`src/rtl/matrix_elem_alu_if.sv`:
```
// Command/response port between the CPU custom-instruction slot and matrix_elem_alu.
interface matrix_elem_alu_if #(parameter int DATA_W = 32);
  logic              clk_en;
  logic              start;
  logic [7:0]        n;
  logic [DATA_W-1:0] dataa;
  logic [DATA_W-1:0] datab;
  logic [DATA_W-1:0] result;
  logic              done;

  modport master (output clk_en, start, n, dataa, datab, input result, done);
  modport slave  (input clk_en, start, n, dataa, datab, output result, done);
endinterface

```
`src/rtl/matrix_elem_alu.sv`:
```
// Element add/sub unit: fixed-latency arithmetic pipeline feeding a result FIFO,
// with credit-checked pushes, blocking GET, CLEAR and STATUS commands.
module matrix_elem_alu #(
  parameter int DATA_W   = 32,
  parameter int FIFO_AW  = 4,
  parameter int PIPE_LAT = 3,
  parameter int SATURATE = 0,
  parameter int N_OFFSET = 0
) (
  input logic              clk,
  input logic              reset,
  matrix_elem_alu_if.slave bus
);
  localparam int          DEPTH   = 1 << FIFO_AW;
  localparam int          CW      = FIFO_AW + 1;
  localparam logic [CW:0] DEPTH_V = (CW+1)'(DEPTH);

  localparam logic [1:0] S_IDLE = 2'd0;
  localparam logic [1:0] S_WAIT = 2'd1;
  localparam logic [1:0] S_RESP = 2'd2;

  localparam logic [7:0] C_ADD  = 8'd0;
  localparam logic [7:0] C_SUB  = 8'd1;
  localparam logic [7:0] C_GET  = 8'd2;
  localparam logic [7:0] C_CLR  = 8'd3;
  localparam logic [7:0] C_STAT = 8'd4;

  typedef struct packed {
    logic [7:0]        code;
    logic [DATA_W-1:0] a;
    logic [DATA_W-1:0] b;
  } req_t;

  req_t              req;
  logic [1:0]        state;
  logic [CW-1:0]     fifo_cnt, infl_cnt;
  logic [CW:0]       occ;
  logic [FIFO_AW-1:0] wr_ptr, rd_ptr;
  logic [DATA_W-1:0] mem [DEPTH];
  logic [PIPE_LAT:1] vld_pipe;
  logic [DATA_W-1:0] pipe_data [1:PIPE_LAT];
  logic [DATA_W:0]   sum;
  logic [DATA_W-1:0] arith, resp, result_q;
  logic              done_q, ovf_f, unf_f, err_f;
  logic              accept, can_push, is_push, issue, clear, pop, wr, fifo_empty, is_get, get_wait;

  assign req.code = bus.n - 8'(N_OFFSET);
  assign req.a    = bus.dataa;
  assign req.b    = bus.datab;

  assign occ        = {1'b0, fifo_cnt} + {1'b0, infl_cnt};
  assign can_push   = occ < DEPTH_V;
  assign fifo_empty = (fifo_cnt == '0);
  assign accept     = bus.start & bus.clk_en & (state == S_IDLE);
  assign is_push    = accept & ((req.code == C_ADD) | (req.code == C_SUB));
  assign issue      = is_push & can_push;
  assign clear      = accept & (req.code == C_CLR);
  assign is_get     = accept & (req.code == C_GET);
  assign get_wait   = is_get & fifo_empty & (infl_cnt != '0);
  assign pop        = (is_get & ~fifo_empty) | ((state == S_WAIT) & ~fifo_empty);
  // CLEAR on the same edge as a pipeline exit discards that element too
  assign wr         = vld_pipe[PIPE_LAT] & ~clear;

  // Sign-extended by one bit so overflow shows as disagreement of the top two bits
  always_comb begin
    if (req.code == C_SUB) sum = {req.a[DATA_W-1], req.a} - {req.b[DATA_W-1], req.b};
    else                   sum = {req.a[DATA_W-1], req.a} + {req.b[DATA_W-1], req.b};
    arith = sum[DATA_W-1:0];
    if ((SATURATE != 0) && (sum[DATA_W] != sum[DATA_W-1]))
      arith = sum[DATA_W] ? {1'b1, {(DATA_W-1){1'b0}}} : {1'b0, {(DATA_W-1){1'b1}}};
  end

  always_ff @(posedge clk or posedge reset) begin
    if (reset)      vld_pipe <= '0;
    else if (clear) vld_pipe <= '0;
    else begin
      vld_pipe[1] <= issue;
      for (int k = 2; k <= PIPE_LAT; k++) vld_pipe[k] <= vld_pipe[k-1];
    end
  end

  always_ff @(posedge clk) begin
    pipe_data[1] <= arith;
    for (int k = 2; k <= PIPE_LAT; k++) pipe_data[k] <= pipe_data[k-1];
  end

  always_ff @(posedge clk) begin
    if (wr) mem[wr_ptr] <= pipe_data[PIPE_LAT];
  end

  // Credit is taken at issue (infl_cnt) and handed to fifo_cnt on the write
  always_ff @(posedge clk or posedge reset) begin
    if (reset) begin
      wr_ptr   <= '0;
      rd_ptr   <= '0;
      fifo_cnt <= '0;
      infl_cnt <= '0;
    end else if (clear) begin
      wr_ptr   <= '0;
      rd_ptr   <= '0;
      fifo_cnt <= '0;
      infl_cnt <= '0;
    end else begin
      if (wr)  wr_ptr <= wr_ptr + 1'b1;
      if (pop) rd_ptr <= rd_ptr + 1'b1;
      fifo_cnt <= fifo_cnt + CW'(wr) - CW'(pop);
      infl_cnt <= infl_cnt + CW'(issue) - CW'(vld_pipe[PIPE_LAT]);
    end
  end

  always_ff @(posedge clk or posedge reset) begin
    if (reset) begin
      ovf_f <= 1'b0;
      unf_f <= 1'b0;
      err_f <= 1'b0;
    end else if (clear) begin
      ovf_f <= 1'b0;
      unf_f <= 1'b0;
      err_f <= 1'b0;
    end else begin
      if (is_push & ~can_push)                         ovf_f <= 1'b1;
      if (is_get & fifo_empty & (infl_cnt == '0))      unf_f <= 1'b1;
      if (accept & (req.code > C_STAT))                err_f <= 1'b1;
    end
  end

  always_comb begin
    resp = '0;
    case (req.code)
      C_ADD, C_SUB: resp[0] = ~can_push;
      C_GET:        if (!fifo_empty) resp = mem[rd_ptr];
      C_STAT: begin
        resp[7:0]  = 8'(fifo_cnt);
        resp[15:8] = 8'(infl_cnt);
        resp[16]   = (occ == DEPTH_V);
        resp[17]   = fifo_empty;
        resp[18]   = ovf_f;
        resp[19]   = unf_f;
        resp[20]   = err_f;
      end
      default:      resp = '0;
    endcase
  end

  always_ff @(posedge clk or posedge reset) begin
    if (reset) begin
      state    <= S_IDLE;
      done_q   <= 1'b0;
      result_q <= '0;
    end else begin
      done_q <= 1'b0;
      case (state)
        S_IDLE: if (accept) begin
          if (get_wait) state <= S_WAIT;
          else begin
            state    <= S_RESP;
            done_q   <= 1'b1;
            result_q <= resp;
          end
        end
        S_WAIT: if (!fifo_empty) begin
          state    <= S_RESP;
          done_q   <= 1'b1;
          result_q <= mem[rd_ptr];
        end
        S_RESP:  state <= S_IDLE;
        default: state <= S_IDLE;
      endcase
    end
  end

  assign bus.result = result_q;
  assign bus.done   = done_q;
endmodule
```
`src/flat_wrapper.sv`:
```
// flat-port wrapper written by rule: the top's interface ports become plain ports
module matrix_elem_alu_flat 
#(
  parameter int DATA_W   = 32,
  parameter int FIFO_AW  = 4,
  parameter int PIPE_LAT = 3,
  parameter int SATURATE = 0,
  parameter int N_OFFSET = 0
)
  (clk, reset, bus_clk_en, bus_start, bus_n, bus_dataa, bus_datab, bus_result, bus_done);
  matrix_elem_alu_if #(.DATA_W(DATA_W)) bus_i ();
  input logic clk;
  input logic reset;
  input wire logic [$bits(bus_i.clk_en)-1:0] bus_clk_en;
  input wire logic [$bits(bus_i.start)-1:0] bus_start;
  input wire logic [$bits(bus_i.n)-1:0] bus_n;
  input wire logic [$bits(bus_i.dataa)-1:0] bus_dataa;
  input wire logic [$bits(bus_i.datab)-1:0] bus_datab;
  output wire logic [$bits(bus_i.result)-1:0] bus_result;
  output wire logic [$bits(bus_i.done)-1:0] bus_done;
  assign bus_i.clk_en = bus_clk_en;
  assign bus_i.start = bus_start;
  assign bus_i.n = bus_n;
  assign bus_i.dataa = bus_dataa;
  assign bus_i.datab = bus_datab;
  assign bus_result = bus_i.result;
  assign bus_done = bus_i.done;
  matrix_elem_alu #(.DATA_W(DATA_W), .FIFO_AW(FIFO_AW), .PIPE_LAT(PIPE_LAT), .SATURATE(SATURATE), .N_OFFSET(N_OFFSET)) u_core (.clk(clk), .reset(reset), .bus(bus_i));
endmodule
```
`config.mk`:
```
export PLATFORM = sky130hd
export DESIGN_NAME = matrix_elem_alu_flat
export DESIGN_NICKNAME = d
export VERILOG_FILES = /design/src/rtl/matrix_elem_alu_if.sv /design/src/rtl/matrix_elem_alu.sv /design/src/flat_wrapper.sv
export SDC_FILE = /design/constraint.sdc
export NUM_CORES = 1
export LEC_CHECK = 0
export ABC_CLOCK_PERIOD_IN_PS = 10700
export BUFFER_PORTS_ARGS = -buffer_cell sky130_fd_sc_hd__buf_2
export CAP_MARGIN = 40
export CORE_MARGIN = 2
export CORE_UTILIZATION = 52
export DETAILED_ROUTE_END_ITERATION = 8
export PLACE_DENSITY = 0.66
export SLEW_MARGIN = 30
export SYNTH_ARGS = -nofsm -noshare
export SYNTH_HDL_FRONTEND = slang
export SYNTH_SLANG_ARGS = --single-unit
export TNS_END_PERCENT = 50
```
`constraint.sdc`:
```
create_clock -name clk -period 10.7 [get_ports clk]
set_clock_uncertainty 0.05 [all_clocks]
set_input_delay 1.07 -clock clk [delete_from_list [all_inputs] [get_ports clk]]
set_output_delay 1.07 -clock clk [all_outputs]
set_load 0.03 [all_outputs]
```
==> results of run 1 <==
## stage by stage
| stage | instance area, sq um | hold slack [ns] | util |
|---|---|---|---|
| finish | 30140 | 0.2736 | 0.5983 |
| floorplan | 26670 | 0.2596 | - |
| detailed placement | 28090 | 0.2621 | 0.5575 |
| CTS | 30110 | 0.2767 | 0.5977 |
| global placement | 28060 | 0.2610 | 0.5570 |
| global route | 30140 | 0.2822 | 0.5983 |
## metal layers
layer | track usage | part of all wire
met2 | 0.3423 | 0.47
met4 | 0.05988 | 0.018
met5 | 0 | 0
met3 | 0.03150 | 0.064
met1 | 0.3178 | 0.44
## flip-flops by register name (all words and copies together) (netlist names)
name / count
u_core.bus.result: 32
u_core.mem: 512
u_core.wr_ptr: 4
u_core.bus.done: 1
u_core.state: 2
u_core.err_f: 1
u_core.fifo_cnt: 5
u_core.vld_pipe: 3
u_core.rd_ptr: 4
u_core.ovf_f: 1
u_core.unf_f: 1
u_core.infl_cnt: 5
u_core.pipe_data: 96
## how the worst max path moves through the flow
| stage | endpoint | startpoint |
|---|---|---|
| after floorplan | u_core.mem[1][0] | bus_n[5] |
| after global placement | u_core.pipe_data[0][58] | bus_n[5] |
| after detailed placement | u_core.pipe_data[0][58] | bus_n[5] |
| after CTS | u_core.pipe_data[0][58] | bus_n[5] |
| after global routing | u_core.pipe_data[0][58] | bus_n[5] |
| final | u_core.pipe_data[0][58] | bus_n[5] |
## where the power goes
group / internal [mW] / switching, mW / total [mW]
clock network: 1.25 / 0.909 / 2.16
logic: 0.237 / 0.257 / 0.494
registers: 3.02 / 0.179 / 3.20
total: 4.51 / 1.35 / 5.85
## final cells by class
cell class	instances	share of cell area
clock buffers	91	0.05908
clock inverters	24	0.008054
inverters	38	0.004733
multi-input cells	765	0.2498
flip-flops and latches	667	0.6233
well taps	672	0.02790
repair buffers	138	0.02715
## kinds of logic (layout without fill, tap and decap cells)
| kind of cell | Yosys count | in the layout | synth area share |
|---|---|---|---|
| flip-flops | 667 | 667 | 0.7039 |
| adder cells (fa/ha/maj) | 58 | 58 | 0.02834 |
| AND/OR/NAND/NOR | 261 | 261 | 0.04931 |
| XOR/XNOR | 75 | 75 | 0.02463 |
| multiplexers | 161 | 161 | 0.1285 |
| buffers and inverters | 104 | 291 | 0.01656 |
| AO/OA/AOI/OAI | 210 | 210 | 0.04879 |
## layout by cell type (no fill, tap or decap), drive strengths merged, types with 34 or more instances in the layout
master | Yosys | routed
a21oi | 61 | 61
buf | 22 | 138
clkbuf | 44 | 91
dfrtp | 59 | 59
dfxtp | 96 | 96
edfxtp | 512 | 512
ha | 54 | 54
inv | 38 | 38
mux4 | 145 | 145
nand2 | 83 | 83
nor2 | 55 | 55
o21ai | 64 | 64
xnor2 | 41 | 41
xor2 | 34 | 34
==> summary.md, run 1 <==
| Metric | Value |
|---|---|
| Placeable Area | around 50000 sq um |
| Post-route total power | approximately 5.9 mW |
| Mapped Nets | 1670 |
| Filler cell count in the final layout | 3705 |
| First-pass DRT Iterations | 5 |
| Top post-synthesis cells by area | edfxtp_1, mux4_2, dfxtp_1 |
| Crit-path max FO | 20 |
| IO Port Bufs | approximately 110 |
| Startpoint Class | input port |
| Final ANT Viol Nets | 0 |
| Hpwl dp | roughly 32 mm |
| WP buf/inv | 1 |
| FP Rows | about 80 |
| Synth top cells by count | edfxtp_1, mux4_2, dfxtp_1 |
| PwrDens | 194.1 nW/um^2 |
| Top delay family on crit path | simple AND/OR/NAND/NOR gates |
| R2R Setup Slk | approximately 7.4 ns |
| Relative slew slack | 0.4753 |
| Vias in the first global route | 13980 |
| CTS Buffer Depth | 3 |
| Clock latency on the worst-skew pair | between 0.6 and 0.7 ns |
| CTS tree | yes |
| Post-CTS resize count | 0 |
| Max Cap Viol | 0 |
| Cell Count, Final, Fillers Out | 2395 |
| WP data arrival | between 5 and 6 ns |
| Die Wd | between 200 and 250 microns |
| Final RePlAce weighted congestion | around 0.9 |
| Sequential fraction of the synthesis area | 0.7039 |
| Post-Place Setup Slack | ~4.7 ns |
| Synth Flop Type | edfxtp_1 |
| Congestion Overflow GR | 0 |
| Area leader, netlist | edfxtp_1 |
| Hold crit path type | reg2reg |
| Total Routed Length | 56.22 mm |
| Final Hold Vio Count | 0 |
| Post-Route Setup TNS | 0 ns |
| CTS root buffer | clkbuf_16 |
| WHS Endpoint | u_core.pipe_data[0][124] |
| # IOs | about 110 |
| Worst R2R Path Depth | 8 |
| # clock sinks | roughly 670 |
| Unrepaired setup endpoints after global routing | no |
| CP required | ~11 ns |
| Leakage | 10.51 nW |
| Area added between synthesis and finish | 13.01% |
| Share of layout cells above drive strength 1 | 0.2397 |
| Post-Syn Instances | about 1500 |
| H-Tree Depth | 2 |
| Critical Path, Cell by Cell | buf_2, or4_4, or3_1, nor2_1, nand2_1, nor2_1, a21oi_1, fa_1, a21o_1, a221o_1, a221oi_1, o31ai_1, a21oi_1, o21ai_0, xor2_1 |
| 1st-iter DRT viols | between 1000 and 1500 |
| First-pass GRT wire length | ~85 mm |
| Hold_sp | u_core.pipe_data[0][92] |
| Antenna cells | 0 |
| Remaining DRCs | 0 |
| Total GRT Usage | 0.2164 |
| Die height | around 230 microns |
| FF+latch count, synth | 667 |
| Clk pin slew, worst setup/hold paths | ~0.060 ns |
| Post-synth ARST share | 0.08846 |
| Endpoints failing setup | 0 |
| Final nets | approximately 1800 |
| Syn avg cell area | ~17 sq um |
| Yosys warning total | 0 |
| Initial Util | 0.5294 |
| Status | complete, no violations |
| Antenna violations before repair | 2 |
| Final Max Slew Viols | 0 |
| Fmax | 180.9 MHz |
| Largest net degree at the start of global routing | just under 90 |
| Number of cells on the critical path | 15 |
| Die area | ~53000 sq um |
| Hold_buf cts | 0 |
| Synth cell types | 68 |
| DR vias | about 14000 |
| R2r startpoint | u_core.rd_ptr[0] |
| Dpl cells | between 2000 and 2500 |
| Setup crit end kind | flop |
| Final worst slack | 5.171 ns |
| Worst stage delay on the critical path | around 0.58 ns |
| Area occupied by registers | ~19000 sq um |
| Top cell type's share of synthesized area | 0.5765 |
| Vias per cell | 5.857 |
| Worst path slowest cell | nor2_1 |
| CTS buffer count | between 60 and 70 |
| R2R Path End | u_core.bus.result[18] |
| WS Path Type | in2reg |
| Most frequent cell after synthesis | edfxtp_1 |
| Wire per inst | about 23 microns |
| Minimum clock period | around 5.5 ns |
| Number of flops mapped to enable cells by yosys | between 500 and 600 |
| Period utilization | 0.5167 |
| Post-CTS Setup Bufs | 0 |
| Slew at the pin closest to its max-slew limit | 0.7871 ns |
| Area of the multi-input gates | around 7500 sq um |
| Worst VDD drop | around 0.13 mV |
| WHS Path Cells | 0 |
| Syn Std Cell Area | between 20000 and 30000 sq um |
(Power assumes the default switching activity.)
==> inputs of run 2 (changes only) <==
--- a/config.mk
+++ b/config.mk
@@ -5,7 +5,8 @@
 export SDC_FILE = /design/constraint.sdc
 export NUM_CORES = 1
 export LEC_CHECK = 0
-export ABC_CLOCK_PERIOD_IN_PS = 10700
+export ABC_AREA = 1
+export ABC_CLOCK_PERIOD_IN_PS = 5180
 export BUFFER_PORTS_ARGS = -buffer_cell sky130_fd_sc_hd__buf_2
 export CAP_MARGIN = 40
 export CORE_MARGIN = 2
==> constraint.sdc (replaced) <==
create_clock -name clk -period 5.18 [get_ports clk]
set_clock_uncertainty 0.05 [all_clocks]
set_input_delay 0.518 -clock clk [delete_from_list [all_inputs] [get_ports clk]]
set_output_delay 0.518 -clock clk [all_outputs]
set_load 0.03 [all_outputs]
==> summary.md, run 2 <==
| Metric | Value |
|---|---|
| DR vias | around 20000 |
| CTS root buffer | clkbuf_16 |
| Area leader, netlist | edfxtp_1 |
| Clk pin slew, worst setup/hold paths | around 0.060 ns |
| Area added between synthesis and finish | 13.20% |
| Die Wd | 236.7 microns |
| Commonest non-fill, non-tap cells in the layout | nand2_1, edfxtp_1, nor2_1 |
| WP data arrival | between 3 and 4 ns |
| # IOs | between 100 and 150 |
| Final Max Slew Viols | 0 |
| Die area | 56010 sq um |
| Hold crit path type | in2reg |
| Unrepaired setup endpoints after global routing | no |
| Top cell type's share of synthesized area | 0.5462 |
| Total GRT Usage | 0.2583 |
| IO Port Bufs | 108 |
| Top reg by flops | u_core.mem |
| CTS Buffer Depth | 3 |
| Syn avg cell area | roughly 11 sq um |
| Largest net degree at the start of global routing | roughly 190 |
| Congestion Overflow GR | 0 |
| Total Routed Length | 71.77 mm |
| Startpoint Class | flop |
| Post-CTS Setup Bufs | 0 |
| Filler cell count in the final layout | ~4300 |
| Final Hold Vio Count | 0 |
| Vias in the first global route | about 19000 |
| Minimum clock period | a little over 3 ns |
| Leakage | around 13 nW |
| Post-synth ARST share | 0.08846 |
| CP startpoint | u_core.state[1] |
| Top post-synthesis cells by area | edfxtp_1, nand2_1, dfxtp_1 |
| Antenna violations before repair | 0 |
| Synth Flop Type | edfxtp_1 |
| CP required | ~5.4 ns |
| WHS Path Cells | 2 |
| Relative slew slack | 0.3528 |
| Slew at the pin closest to its max-slew limit | approximately 0.97 ns |
| First-pass DRT Iterations | 5 |
| Endpoints failing setup | 0 |
| Final ANT Viol Nets | 0 |
| H-Tree Depth | 3 |
| CTS buffer count | a little under 70 |
| Synth cell types | between 40 and 50 |
| Utilization after layout | 0.5933 |
| Clock latency on the worst-skew pair | around 0.59 ns |
| Max Cap Viol | 0 |
| # clock sinks | between 600 and 700 |
| Hold_sp | bus_dataa[1] |
| Most frequent cell after synthesis | nand2_1 |
| Mapped Nets | 2741 |
| 1st-iter DRT viols | between 2000 and 2500 |
| R2r startpoint | u_core.state[1] |
| Final RePlAce weighted congestion | between 0.9 and 1 |
| PwrDens | between 300 and 400 nW/um^2 |
| CTS tree | yes |
| Fmax | around 320 MHz |
| Number of flops mapped to enable cells by yosys | 512 |
| FP Rows | between 80 and 90 |
| Max FFs per register | about 510 |
| Final nets | ~2900 |
| Commonest non-fill, non-tap cell in the layout | nand2_1 |
| Placeable Area | roughly 54000 sq um |
| Status | complete, no violations |
| Yosys warning total | 0 |
| Synth top cells by count | nand2_1, edfxtp_1, nor2_1 |
| FF+latch count, synth | about 670 |
| Worst VDD drop | 0.2193 mV |
| Post-Syn Instances | between 2000 and 3000 |
| Antenna cells | 0 |
| Syn Std Cell Area | about 28000 sq um |
| Initial Util | 0.5241 |
| WS Path Type | reg2reg |
| Crit-path max FO | 18 |
| Wire per inst | 20.68 microns |
| Vias per cell | approximately 5.6 |
| Die height | around 240 microns |
| Share of layout cells above drive strength 1 | 0.1020 |
| Worst R2R Path Depth | 9 |
| Sequential fraction of the synthesis area | 0.6669 |
| Remaining DRCs | 0 |
| Setup crit end kind | flop |
| Post-Route Setup TNS | 0 ns |
| First-pass GRT wire length | around 110 mm |
| Period utilization | 0.5971 |
| Hpwl dp | approximately 44 mm |
[run 2: cell count changes after synthesis, sizes merged, moves of 47 or more]
cell,before,now
nor2,55,322
o21ai,64,229
nand2,83,561
inv,38,183
buf,22,69
mux4,145,0
nand3,15,131
a21oi,61,119
[run 2: kinds of logic after synthesis]
logic type                 Yosys count  synth area share
DFF                                667            0.6669
and+or+nand+nor                   1089            0.1577
buffers and inverters              292           0.04480
xor gates and xnor gates            59           0.01836
AOI/OAI and AO/OA                  442           0.08539
adders and majority gates           58           0.02685
[run 2: what timing repair did]
action                                 CTS  global route
resized for setup                        0             0
hold buffers                             0             1
endpoints found under the hold margin    0            10
[run 2: metrics by stage]
| stage | cell area (sq um) | instances | hold WS, ns | power, mW | setup slack (ns) |
|---|---|---|---|---|---|
| after detailed placement | 29610 | 3345 | 0.2621 | 7.595 | 1.582 |
| final | 31870 | 3471 | 0.1842 | 12.29 | 2.087 |
| after global placement | 29410 | 3336 | 0.2605 | 7.550 | 1.576 |
| after global routing | 31870 | 3471 | 0.1845 | 12.74 | 1.846 |
| after floorplan | 28150 | 2607 | 0.2596 | 7.195 | 2.111 |
| after CTS | 31800 | 3468 | 0.08074 | 12.36 | 2.062 |
[run 2: area by class of cell]
type,instances,area [sq um],area share
well taps,696,870.8,0.02733
flip-flops and latches,667,18780,0.5892
inverters,183,693.2,0.02175
repair buffers,154,1094,0.03432
clock inverters,27,237.7,0.007460
clock buffers,96,1951,0.06121
multi-input cells,1648,8243,0.2587
[run 2: final timing paths]
check,endpoint,slack [ns]
min in group asynchronous,u_core.bus.result[30],0.40
setup / recovery,u_core.mem[0][26],2.09
hold reg to reg,u_core.pipe_data[0][76],0.27
hold / removal,u_core.pipe_data[0][33],0.18
setup reg to reg,u_core.mem[0][26],2.09
max in group asynchronous,u_core.rd_ptr[0],4.19
[run 2: routing by layer]
metal  part of all wire  GRT usage  vias up
li1                   -          -     9206
met1               0.42     0.3591     9367
met2               0.48     0.4282      796
met3              0.072    0.03369      100
met4              0.023    0.07652        0
met5                  0          0        -
[run 2: power by group]
part           internal [mW]  switching (mW)
registers               6.20           0.335
logic                  0.346           0.612
clock network           2.83            1.97
[run 2: critical path: stages, from the launching register on]
cell and delay (ns):
dfrtp_1 0.36, inv_1 0.05, nand4_1 0.16, inv_1 0.13, nand4_1 0.27, nand2_1 0.08
inv_1 0.17, nand2_1 0.28, nor2_4 0.67, buf_4 0.50
==> inputs of run 3 (changes only) <==
--- a/config.mk
+++ b/config.mk
@@ -6,7 +6,7 @@
 export NUM_CORES = 1
 export LEC_CHECK = 0
 export ABC_AREA = 1
-export ABC_CLOCK_PERIOD_IN_PS = 5180
+export ABC_CLOCK_PERIOD_IN_PS = 2900
 export BUFFER_PORTS_ARGS = -buffer_cell sky130_fd_sc_hd__buf_2
 export CAP_MARGIN = 40
 export CORE_MARGIN = 2
==> constraint.sdc (replaced) <==
create_clock -name clk -period 2.9 [get_ports clk]
set_clock_uncertainty 0.05 [all_clocks]
set_input_delay 0.29 -clock clk [delete_from_list [all_inputs] [get_ports clk]]
set_output_delay 0.29 -clock clk [all_outputs]
set_load 0.03 [all_outputs]
==> summary.md, run 3 (synthesized netlist as in run 2, its figures left out) <==
| Metric | Value |
|---|---|
| Filler cell count in the final layout | around 4300 |
| CP startpoint | u_core.fifo_cnt[0] |
| Post-Route Setup TNS | 0 ns |
| Die Wd | between 200 and 250 microns |
| Largest net degree at the start of global routing | 153 |
| Hold_sp | bus_clk_en |
| WS Path Type | reg2reg |
| Status | complete, no violations |
| Top reg by flops | u_core.mem |
| IO Port Bufs | about 110 |
| Setup crit end kind | flop |
| 1st-iter DRT viols | around 1700 |
| Final Hold Vio Count | 0 |
| Hpwl dp | between 40 and 50 mm |
| Placeable Area | ~54000 sq um |
| CP required | roughly 3.3 ns |
| Clock latency on the worst-skew pair | between 0.6 and 0.7 ns |
| Period utilization | 0.9430 |
| Utilization after layout | 0.6128 |
| Endpoints failing setup | 0 |
| Crit-path max FO | 3 |
| Antenna cells | 0 |
| Worst R2R Path Depth | 14 |
| Area added between synthesis and finish | 16.93% |
| FP Rows | 85 |
| CTS Buffer Depth | 3 |
| Slew at the pin closest to its max-slew limit | between 0.7 and 0.8 ns |
| Total Routed Length | just over 70 mm |
| Hold crit path type | in2reg |
| WP data arrival | about 3.2 ns |
| Max FFs per register | around 500 |
| Antenna violations before repair | 2 |
| Remaining DRCs | 0 |
| # clock sinks | about 670 |
| First-pass GRT wire length | about 110 mm |
| Commonest non-fill, non-tap cell in the layout | nand2_1 |
| Congestion Overflow GR | 0 |
| Area occupied by registers | between 15000 and 20000 sq um |
| Vias in the first global route | roughly 19000 |
| Initial Util | 0.5241 |
| CTS buffer count | 61 |
| Minimum clock period | around 2.7 ns |
| Dpl cells | between 3000 and 4000 |
| Total GRT Usage | 0.2557 |
| Worst VDD drop | just over 0.5 mV |
| PwrDens | 666.0 nW/um^2 |
| H-Tree Depth | 2 |
| Die height | 236.7 microns |
| Share of layout cells above drive strength 1 | 0.1471 |
| Max Cap Viol | 0 |
| CTS tree | yes |
| Vias per cell | around 5.5 |
| Relative slew slack | 0.4975 |
| Die area | roughly 56000 sq um |
| Wire per inst | slightly below 20 microns |
| Commonest non-fill, non-tap cells in the layout | nand2_1, edfxtp_1, nor2_1 |
| WHS Path Cells | 3 |
| First-pass DRT Iterations | 5 |
| CTS root buffer | clkbuf_16 |
| R2r startpoint | u_core.fifo_cnt[0] |
| Cell Count, Final, Fillers Out | roughly 3600 |
| # IOs | 109 |
| Area of the multi-input gates | 8253 sq um |
| Leakage | around 13 nW |
| Final ANT Viol Nets | 0 |
| Final RePlAce weighted congestion | between 0.9 and 1 |
| Clk pin slew, worst setup/hold paths | around 0.060 ns |
| Final Max Slew Viols | 0 |
| Final nets | between 3000 and 4000 |
| Fmax | roughly 370 MHz |
| DR vias | 19750 |
| Startpoint Class | flop |
==> run 3: cell count changes in the layout (fill, tap and decap cells not counted), moves of 3 or more <==
cell,delta
clkbuf_1,+4
dlygate4sd3_1,+4
buf_8,-3
buf_4,+153
clkbuf_8,+3
clkinv_2,-5
clkbuf_16,-8
clkinv_1,-4
buf_16,-6
buf_12,+8
==> run 3: worst max-delay path, stage by stage, from the launching register on <==
cell and delay (ns):
dfrtp_1 0.40, ha_1 0.22, fa_2 0.35, nand3_1 0.08, nand2_1 0.10, xor2_1 0.16, nand2_1 0.13, nor3_2 0.07
ha_1 0.23, fa_2 0.36, nand2_1 0.09, a21oi_1 0.07, nor2_1 0.11, xnor2_1 0.13, nor2_1 0.05
==> run 3: layout make-up <==
class | count | share of cell area
clock buffers | 95 | 0.05489
clock inverters | 21 | 0.008591
inverters | 183 | 0.02102
multi-input cells | 1648 | 0.2507
flip-flops and latches | 667 | 0.5705
well taps | 696 | 0.02646
repair buffers | 310 | 0.06782
==> run 3: timing repair <==
item | in CTS | in global routing
hold buffers | 5 | 0
buffers inserted | 0 | 2
endpoints found under the setup margin | 1 | 2
hold endpoints to repair | 38 | 0
resized for setup | 1 | 4
==> run 3: stage by stage <==
step	setup slack (ns)	hold WS, ns	total power, mW	area [sq um]
final	0.1654	0.03846	21.92	32910
after global routing	-0.005493	0.03512	22.70	32910
after CTS	0.003331	0.0006685	22.00	32870
after detailed placement	-0.5088	0.2621	13.84	30730
after global placement	-0.5395	0.2609	13.73	30730
after floorplan	-0.004387	0.2596	12.85	28150
==> run 3: report_power, final <==
group | total [mW] | internal, mW | switching [mW]
combinational | 2.03 | 0.854 | 1.18
sequential | 11.7 | 11.1 | 0.601
clock | 8.21 | 4.82 | 3.39
total | 21.9 | 16.8 | 5.16
==> run 3: metal layers <==
| metal | global-route usage | up-vias | routed length [microns] |
|---|---|---|---|
| met5 | 0 | - | 0 |
| met4 | 0.08189 | 0 | 2023 |
| met3 | 0.04173 | 125 | 5176 |
| met2 | 0.4394 | 703 | 35130 |
| met1 | 0.3333 | 9418 | 29540 |
| li1 | - | 9504 | - |
==> run 3: final timing paths <==
kind / endpoint / slack [ns]
max in group asynchronous: u_core.bus.result[17] / 2.06
worst max register to register: u_core.infl_cnt[4] / 0.17
worst min register to register: u_core.pipe_data[0][82] / 0.27
worst max-delay path: u_core.infl_cnt[4] / 0.17
min in group asynchronous: u_core.bus.result[26] / 0.06
worst min-delay path: u_core.vld_pipe[1] / 0.04
